===== src/rtl/instr_grp_dec_unit.sv =====
// rtl/instr_grp_dec_unit.sv - registered instruction group classifier and field decoder for spcpu
module instr_grp_dec_unit #(
  parameter int INSTR_W = 16,
  parameter int RIND_W  = 4
) (
  input  logic               clk,
  input  logic               reset,
  input  logic [INSTR_W-1:0] instr_hi,
  input  logic               instr_valid,
  output logic               out_valid,
  output logic [2:0]         group_out,
  output logic               is_32_bit,
  output logic [2:0]         ig1_opcode,
  output logic [RIND_W-1:0]  ig1_ra_index,
  output logic [7:0]         ig1_imm8,
  output logic               ig1_changes_pc,
  output logic [3:0]         ig2_opcode,
  output logic [RIND_W-1:0]  ig2_ra_index,
  output logic [RIND_W-1:0]  ig2_rb_index,
  output logic               ig2_changes_pc
);

  // Group codes as seen on group_out.
  localparam logic [2:0] GRP_UNKNOWN = 3'd0;
  localparam logic [2:0] GRP_1       = 3'd1;
  localparam logic [2:0] GRP_2       = 3'd2;
  localparam logic [2:0] GRP_3       = 3'd3;
  localparam logic [2:0] GRP_4       = 3'd4;
  localparam logic [2:0] GRP_5       = 3'd5;

  // Group-1 opcode that only sets flags (cpi).
  localparam logic [2:0] IG1_CPI = 3'd4;

  // Group-2 opcodes with non-default destination behaviour.
  localparam logic [3:0] IG2_CMP = 4'd4;
  localparam logic [3:0] IG2_SWP = 4'd14;
  localparam logic [3:0] IG2_TST = 4'd15;

  // PC pair register indices.
  localparam logic [RIND_W-1:0] REG_PC_HI = RIND_W'(14);
  localparam logic [RIND_W-1:0] REG_PC_LO = RIND_W'(15);

  // Registered decode state.
  logic              valid_q;
  logic [2:0]        group_q,     group_d;
  logic [2:0]        ig1_op_q,    ig1_op_d;
  logic [RIND_W-1:0] ig1_ra_q,    ig1_ra_d;
  logic [7:0]        ig1_imm_q,   ig1_imm_d;
  logic              ig1_pc_q,    ig1_pc_d;
  logic [3:0]        ig2_op_q,    ig2_op_d;
  logic [RIND_W-1:0] ig2_ra_q,    ig2_ra_d;
  logic [RIND_W-1:0] ig2_rb_q,    ig2_rb_d;
  logic              ig2_pc_q,    ig2_pc_d;

  // Intermediate decode terms.
  logic [3:0] top_nib;
  logic       ig1_ra_is_pc;
  logic       ig2_ra_is_pc;
  logic       ig2_rb_is_pc;
  logic       ig2_writes_ra;
  logic       ig2_writes_rb;

  function automatic logic is_pc_reg(input logic [RIND_W-1:0] idx);
    return (idx == REG_PC_HI) || (idx == REG_PC_LO);
  endfunction

  assign top_nib = instr_hi[INSTR_W-1 -: 4];

  // Classify the word into its instruction group from the top nibble.
  always_comb begin
    group_d = GRP_UNKNOWN;
    casez (top_nib)
      4'b0???: group_d = GRP_1;
      4'b1000: group_d = GRP_2;
      4'b1001: group_d = GRP_UNKNOWN;
      4'b101?: group_d = GRP_3;
      4'b110?: group_d = GRP_4;
      4'b1110: group_d = GRP_5;
      4'b1111: group_d = GRP_UNKNOWN;
      default: group_d = GRP_UNKNOWN;
    endcase
  end

  // Raw field extraction; fields are presented whatever the group, so the
  // execute stage can pick them up without another mux.
  always_comb begin
    ig1_op_d  = instr_hi[14:12];
    ig1_ra_d  = instr_hi[11:8];
    ig1_imm_d = instr_hi[7:0];
    ig2_op_d  = instr_hi[11:8];
    ig2_ra_d  = instr_hi[7:4];
    ig2_rb_d  = instr_hi[3:0];
  end

  // Destination-register analysis for the PC-write flags.
  always_comb begin
    ig1_ra_is_pc  = is_pc_reg(ig1_ra_d);
    ig2_ra_is_pc  = is_pc_reg(ig2_ra_d);
    ig2_rb_is_pc  = is_pc_reg(ig2_rb_d);
    // cmp and tst only update flags; swp is the sole op that writes rb too.
    ig2_writes_ra = (ig2_op_d != IG2_CMP) && (ig2_op_d != IG2_TST);
    ig2_writes_rb = (ig2_op_d == IG2_SWP);
  end

  // PC-write flags, gated by the group so stray field values never alias.
  always_comb begin
    ig1_pc_d = (group_d == GRP_1) && (ig1_op_d != IG1_CPI) && ig1_ra_is_pc;
    ig2_pc_d = (group_d == GRP_2) &&
               ((ig2_writes_ra && ig2_ra_is_pc) || (ig2_writes_rb && ig2_rb_is_pc));
  end

  // Valid pipeline bit follows the input every cycle.
  always_ff @(posedge clk or posedge reset) begin
    if (reset) begin
      valid_q <= 1'b0;
    end else begin
      valid_q <= instr_valid;
    end
  end

  // Decode registers load only on a valid word and otherwise hold.
  always_ff @(posedge clk or posedge reset) begin
    if (reset) begin
      group_q   <= GRP_UNKNOWN;
      ig1_op_q  <= '0;
      ig1_ra_q  <= '0;
      ig1_imm_q <= '0;
      ig1_pc_q  <= 1'b0;
      ig2_op_q  <= '0;
      ig2_ra_q  <= '0;
      ig2_rb_q  <= '0;
      ig2_pc_q  <= 1'b0;
    end else if (instr_valid) begin
      group_q   <= group_d;
      ig1_op_q  <= ig1_op_d;
      ig1_ra_q  <= ig1_ra_d;
      ig1_imm_q <= ig1_imm_d;
      ig1_pc_q  <= ig1_pc_d;
      ig2_op_q  <= ig2_op_d;
      ig2_ra_q  <= ig2_ra_d;
      ig2_rb_q  <= ig2_rb_d;
      ig2_pc_q  <= ig2_pc_d;
    end
  end

  // is_32_bit comes from the registered group so the two never disagree.
  assign is_32_bit      = (group_q == GRP_5);
  assign out_valid      = valid_q;
  assign group_out      = group_q;
  assign ig1_opcode     = ig1_op_q;
  assign ig1_ra_index   = ig1_ra_q;
  assign ig1_imm8       = ig1_imm_q;
  assign ig1_changes_pc = ig1_pc_q;
  assign ig2_opcode     = ig2_op_q;
  assign ig2_ra_index   = ig2_ra_q;
  assign ig2_rb_index   = ig2_rb_q;
  assign ig2_changes_pc = ig2_pc_q;

endmodule


===== config.mk =====
export PLATFORM = sky130hd
export DESIGN_NAME = instr_grp_dec_unit
export DESIGN_NICKNAME = d
export VERILOG_FILES = /design/src/rtl/instr_grp_dec_unit.sv
export SDC_FILE = /design/constraint.sdc
export NUM_CORES = 1
export LEC_CHECK = 0
export ABC_AREA = 1
export CORE_ASPECT_RATIO = 0.5
export CORE_MARGIN = 1
export CORE_UTILIZATION = 25
export CTS_CLUSTER_SIZE = 28
export DETAILED_ROUTE_END_ITERATION = 10
export MAX_ROUTING_LAYER = met4
export PLACE_DENSITY = 0.65
export SKIP_CTS_REPAIR_TIMING = 1
export SYNTH_ARGS = -nofsm -noshare
export SYNTH_HDL_FRONTEND = slang
export SYNTH_SLANG_ARGS = --single-unit

===== constraint.sdc =====
create_clock -name clk -period 2.2 [get_ports clk]
set_clock_uncertainty 0.1 [all_clocks]
set_input_delay 0.44 -clock clk [delete_from_list [all_inputs] [get_ports clk]]
set_output_delay 0.44 -clock clk [all_outputs]
set_load 0.02 [all_outputs]

==> results.cfg, run 1 <==
[sta]
post-route-period-util_pct = 87.8
slew_viol_final = 0
worst-slew-pin-transition_ns = 0.265
timing.slew.headroom_pct = 82.3
timing.setup.tns_ns = 0
grt_setup_unrepaired = false
hold_violations = 0
setup_viol_count_final = 0
fin_ws_ns = 0.269
fmax_mhz = 518
layout_min_cycle_time_ns = 1.93

[detailed_routing]
route.antenna.remaining_nets = 0
routed_wl_mm = 2.17
wire_per_inst_um = 10.0
avgViaCountPerCell = 3.95
dr_total_vias = 853
detailedRoute.firstPassIterationCount = 4
post-route-drc-count = 0
detail_route.iter0.violations = 29

[grt]
grt_pass1_wl_mm = 3.45
grt_overflow_total = 0
first_global_vias = 767
antenna_found_initial = 0
grt_max_degree = 22
grt_util_all_layers_pct = 11.3

[placement]
pre_cts_ws_ns = 0.361
weighted_congestion_reported_at_the_end_of_routability_driven_placement = 0.803
buffer_ports.inserted = 52
post_dp_cell_area_um2 = 1470
place_hpwl_mm = 1.82

[floorplanning]
floorplan.die.height_um = 46.0
ios = 53
die-area_um2 = 4150
floorplan.rows = 15
die-width_um = 90.1
placeableCoreArea_um2 = 3570
floorplan.initialDensity_pct = 27.2

[synth]
synthesis.area_per_instance_um2 = 8.01
synth.yosys.seq_area_share_pct = 54.2
synth.ff_latch_count = 21
synthesis.area_um2 = 970
synthDistinctLibCells = 14
synth.net_count = 140
postSynthCellCount = 121
synthesis.yosys.warnings = 0

[critical_path]
crit_path_class = reg -> out
worst_ep_arrival_time_ns = 1.39
worstSetupEndpointType = primary output
ff2ff_path_depth = 2
critPathLaunch = group_out[0]
critical_path.max_fanout = 3
start_kind = flip-flop
crit_required_ns = 1.66
worst_r2r_start = group_out[0]

[final_layout]
layout.filler_cells = 366
layout.nets = 185
post_route_cells_drive_above_1_share_pct = 4.85
fin_area_um2 = 1520
antennaDiodeCount = 0
layout-area-overhead-vs-synth_pct = 56.4

[clocking]
cts_tree = built
cts.reportedPaths.clkPinSlew_ns = 0.07
numCtsBuffers = 3
clock_sinks = 21
cts_buffer_depth = 2
htreeDepth = 1
clkLatencyLatePin_ns = 0.26
clock_tree.root_cell = sky130_fd_sc_hd__clkbuf_8

[power_and_ir_drop]
p_seq_share_pct = 46.1
total_power_density_per_cell_area_nw_per_um2 = 629
comb_power_share_pct = 28.1
leakagePower_nw = 0.720
clockPowerShare_pct = 25.8
switching_component_of_the_power_mw = 0.274
switching_share_pct = 28.7
power_report.internal_total_mw = 0.679
vdd_drop_max_uv = 249

[flow_run]
cap_violations = 0

[min_path]
worst_hold_path.num_cells = 2
timing.hold.worst.class = reg -> reg
timing.hold.worst.start = ig1_opcode[0]

[run_status]
status = complete, no violations
==> state kept, by name (all words and copies together) (netlist names) <==
signal / flops
ig1_imm8: 8
ig2_changes_pc: 1
ig2_opcode: 4
out_valid: 1
ig1_opcode: 3
group_out: 3
ig1_changes_pc: 1
==> synth_stat cells <==
cell type                  n  area, um2
sky130_fd_sc_hd__a31oi_1   1       6.26
sky130_fd_sc_hd__buf_2     3       15.0
sky130_fd_sc_hd__inv_2     1       3.75
sky130_fd_sc_hd__inv_1     8       30.0
sky130_fd_sc_hd__dfrtp_1  21        526
sky130_fd_sc_hd__nand4_1   1       6.26
sky130_fd_sc_hd__buf_4    12       90.1
sky130_fd_sc_hd__nor2_2    1       6.26
sky130_fd_sc_hd__nand2_1  53        199
sky130_fd_sc_hd__nand3_1   2       10.0
sky130_fd_sc_hd__nor2_1   10       37.5
sky130_fd_sc_hd__o21ai_1   2       10.0
sky130_fd_sc_hd__o21ai_0   5       25.0
sky130_fd_sc_hd__nor3_1    1       5.00
==> worst max-delay path, stage by stage (launching register included) <==
cell                              delay, ns
sky130_fd_sc_hd__dfrtp_1               0.38
sky130_fd_sc_hd__nand2_1               0.06
sky130_fd_sc_hd__nor2_1                0.08
sky130_fd_sc_hd__clkdlybuf4s50_1       0.61
==> final cells by class <==
cell class              instances  area (um2)  share of cell area, %
repair buffers                 55         543                   35.8
flip-flops and latches         21         526                   34.7
multi-input cells              76         305                   20.1
well taps                      51        63.8                   4.21
clock buffers                   4        45.0                   2.97
inverters                       9        33.8                   2.23
==> metal layers <==
| metal | track usage [%] | part of all wire [%] |
|---|---|---|
| met5 | - | 0 |
| met4 | 4.84 | 1.3 |
| met3 | 2.50 | 2.4 |
| met2 | 20.3 | 50 |
| met1 | 12.8 | 46 |
==> path summary, 6_finish.rpt <==
check / end / slack [ns]
min: ig1_opcode[0] / 0.39
max reg2reg: group_out[0] / 1.44
max: is_32_bit / 0.27
max in group asynchronous: ig1_opcode[0] / 1.39
min in group asynchronous: out_valid / 0.40
min reg2reg: ig1_opcode[0] / 0.39
==> power groups by stage <==
stage                     Sequential, mW  Clock (mW)  Combinational, mW
after floorplan                    0.482           0              0.105
after global placement             0.447           0              0.270
after detailed placement           0.448           0              0.272
after CTS                          0.440       0.252              0.272
after global routing               0.444       0.267              0.287
final                              0.439       0.246              0.268
==> cell families (layout without fill, tap and decap cells) <==
group / count (synthesis) / count (layout) / synth area share [%]
AOI/OAI and AO/OA: 8 / 8 / 4.26
buffers and inverters: 24 / 68 / 14.3
DFF: 21 / 21 / 54.2
and+or+nand+nor: 68 / 68 / 27.2
==> through the flow <==
stage               instances  total power [mW]  util (%)  hold slack, ns
floorplan                 121             0.587         -           0.317
global placement          212             0.717      41.3           0.372
detailed placement        212             0.719      41.3           0.377
CTS                       216             0.965      42.5           0.394
global route              216             0.998      42.5           0.423
finish                    216             0.953      42.5           0.393
==> layout by cell type, fill, tap and decap left out <==
cell type,Yosys,routed
sky130_fd_sc_hd__o21ai_1,2,2
sky130_fd_sc_hd__nor3_1,1,1
sky130_fd_sc_hd__inv_1,8,8
sky130_fd_sc_hd__clkbuf_1,0,1
sky130_fd_sc_hd__dfrtp_1,21,21
sky130_fd_sc_hd__o21ai_0,5,5
sky130_fd_sc_hd__nor2_1,10,10
sky130_fd_sc_hd__clkdlybuf4s50_1,0,52
sky130_fd_sc_hd__nor2_2,1,1
sky130_fd_sc_hd__buf_4,12,3
sky130_fd_sc_hd__a31oi_1,1,1
sky130_fd_sc_hd__clkbuf_8,0,3
sky130_fd_sc_hd__nand3_1,2,2
sky130_fd_sc_hd__nand2_1,53,53
sky130_fd_sc_hd__inv_2,1,1
sky130_fd_sc_hd__nand4_1,1,1
No activity file was read; power rests on OpenSTA's default activity.
==> inputs of run 2 (changes only) <==
--- a/config.mk
+++ b/config.mk
@@ -14,6 +14,7 @@
 export MAX_ROUTING_LAYER = met4
 export PLACE_DENSITY = 0.65
 export SKIP_CTS_REPAIR_TIMING = 1
+export SLEW_MARGIN = 20
 export SYNTH_ARGS = -nofsm -noshare
 export SYNTH_HDL_FRONTEND = slang
 export SYNTH_SLANG_ARGS = --single-unit
==> results of run 2 <==
Final layout, timing and power as in run 1 (identical DEF).
==> inputs of run 3 (changes only) <==
--- a/config.mk
+++ b/config.mk
@@ -13,6 +13,7 @@
 export DETAILED_ROUTE_END_ITERATION = 10
 export MAX_ROUTING_LAYER = met4
 export PLACE_DENSITY = 0.65
+export SETUP_SLACK_MARGIN = 0.1
 export SKIP_CTS_REPAIR_TIMING = 1
 export SLEW_MARGIN = 20
 export SYNTH_ARGS = -nofsm -noshare
==> results of run 3 <==
Final layout, timing and power as in run 1 (identical DEF).
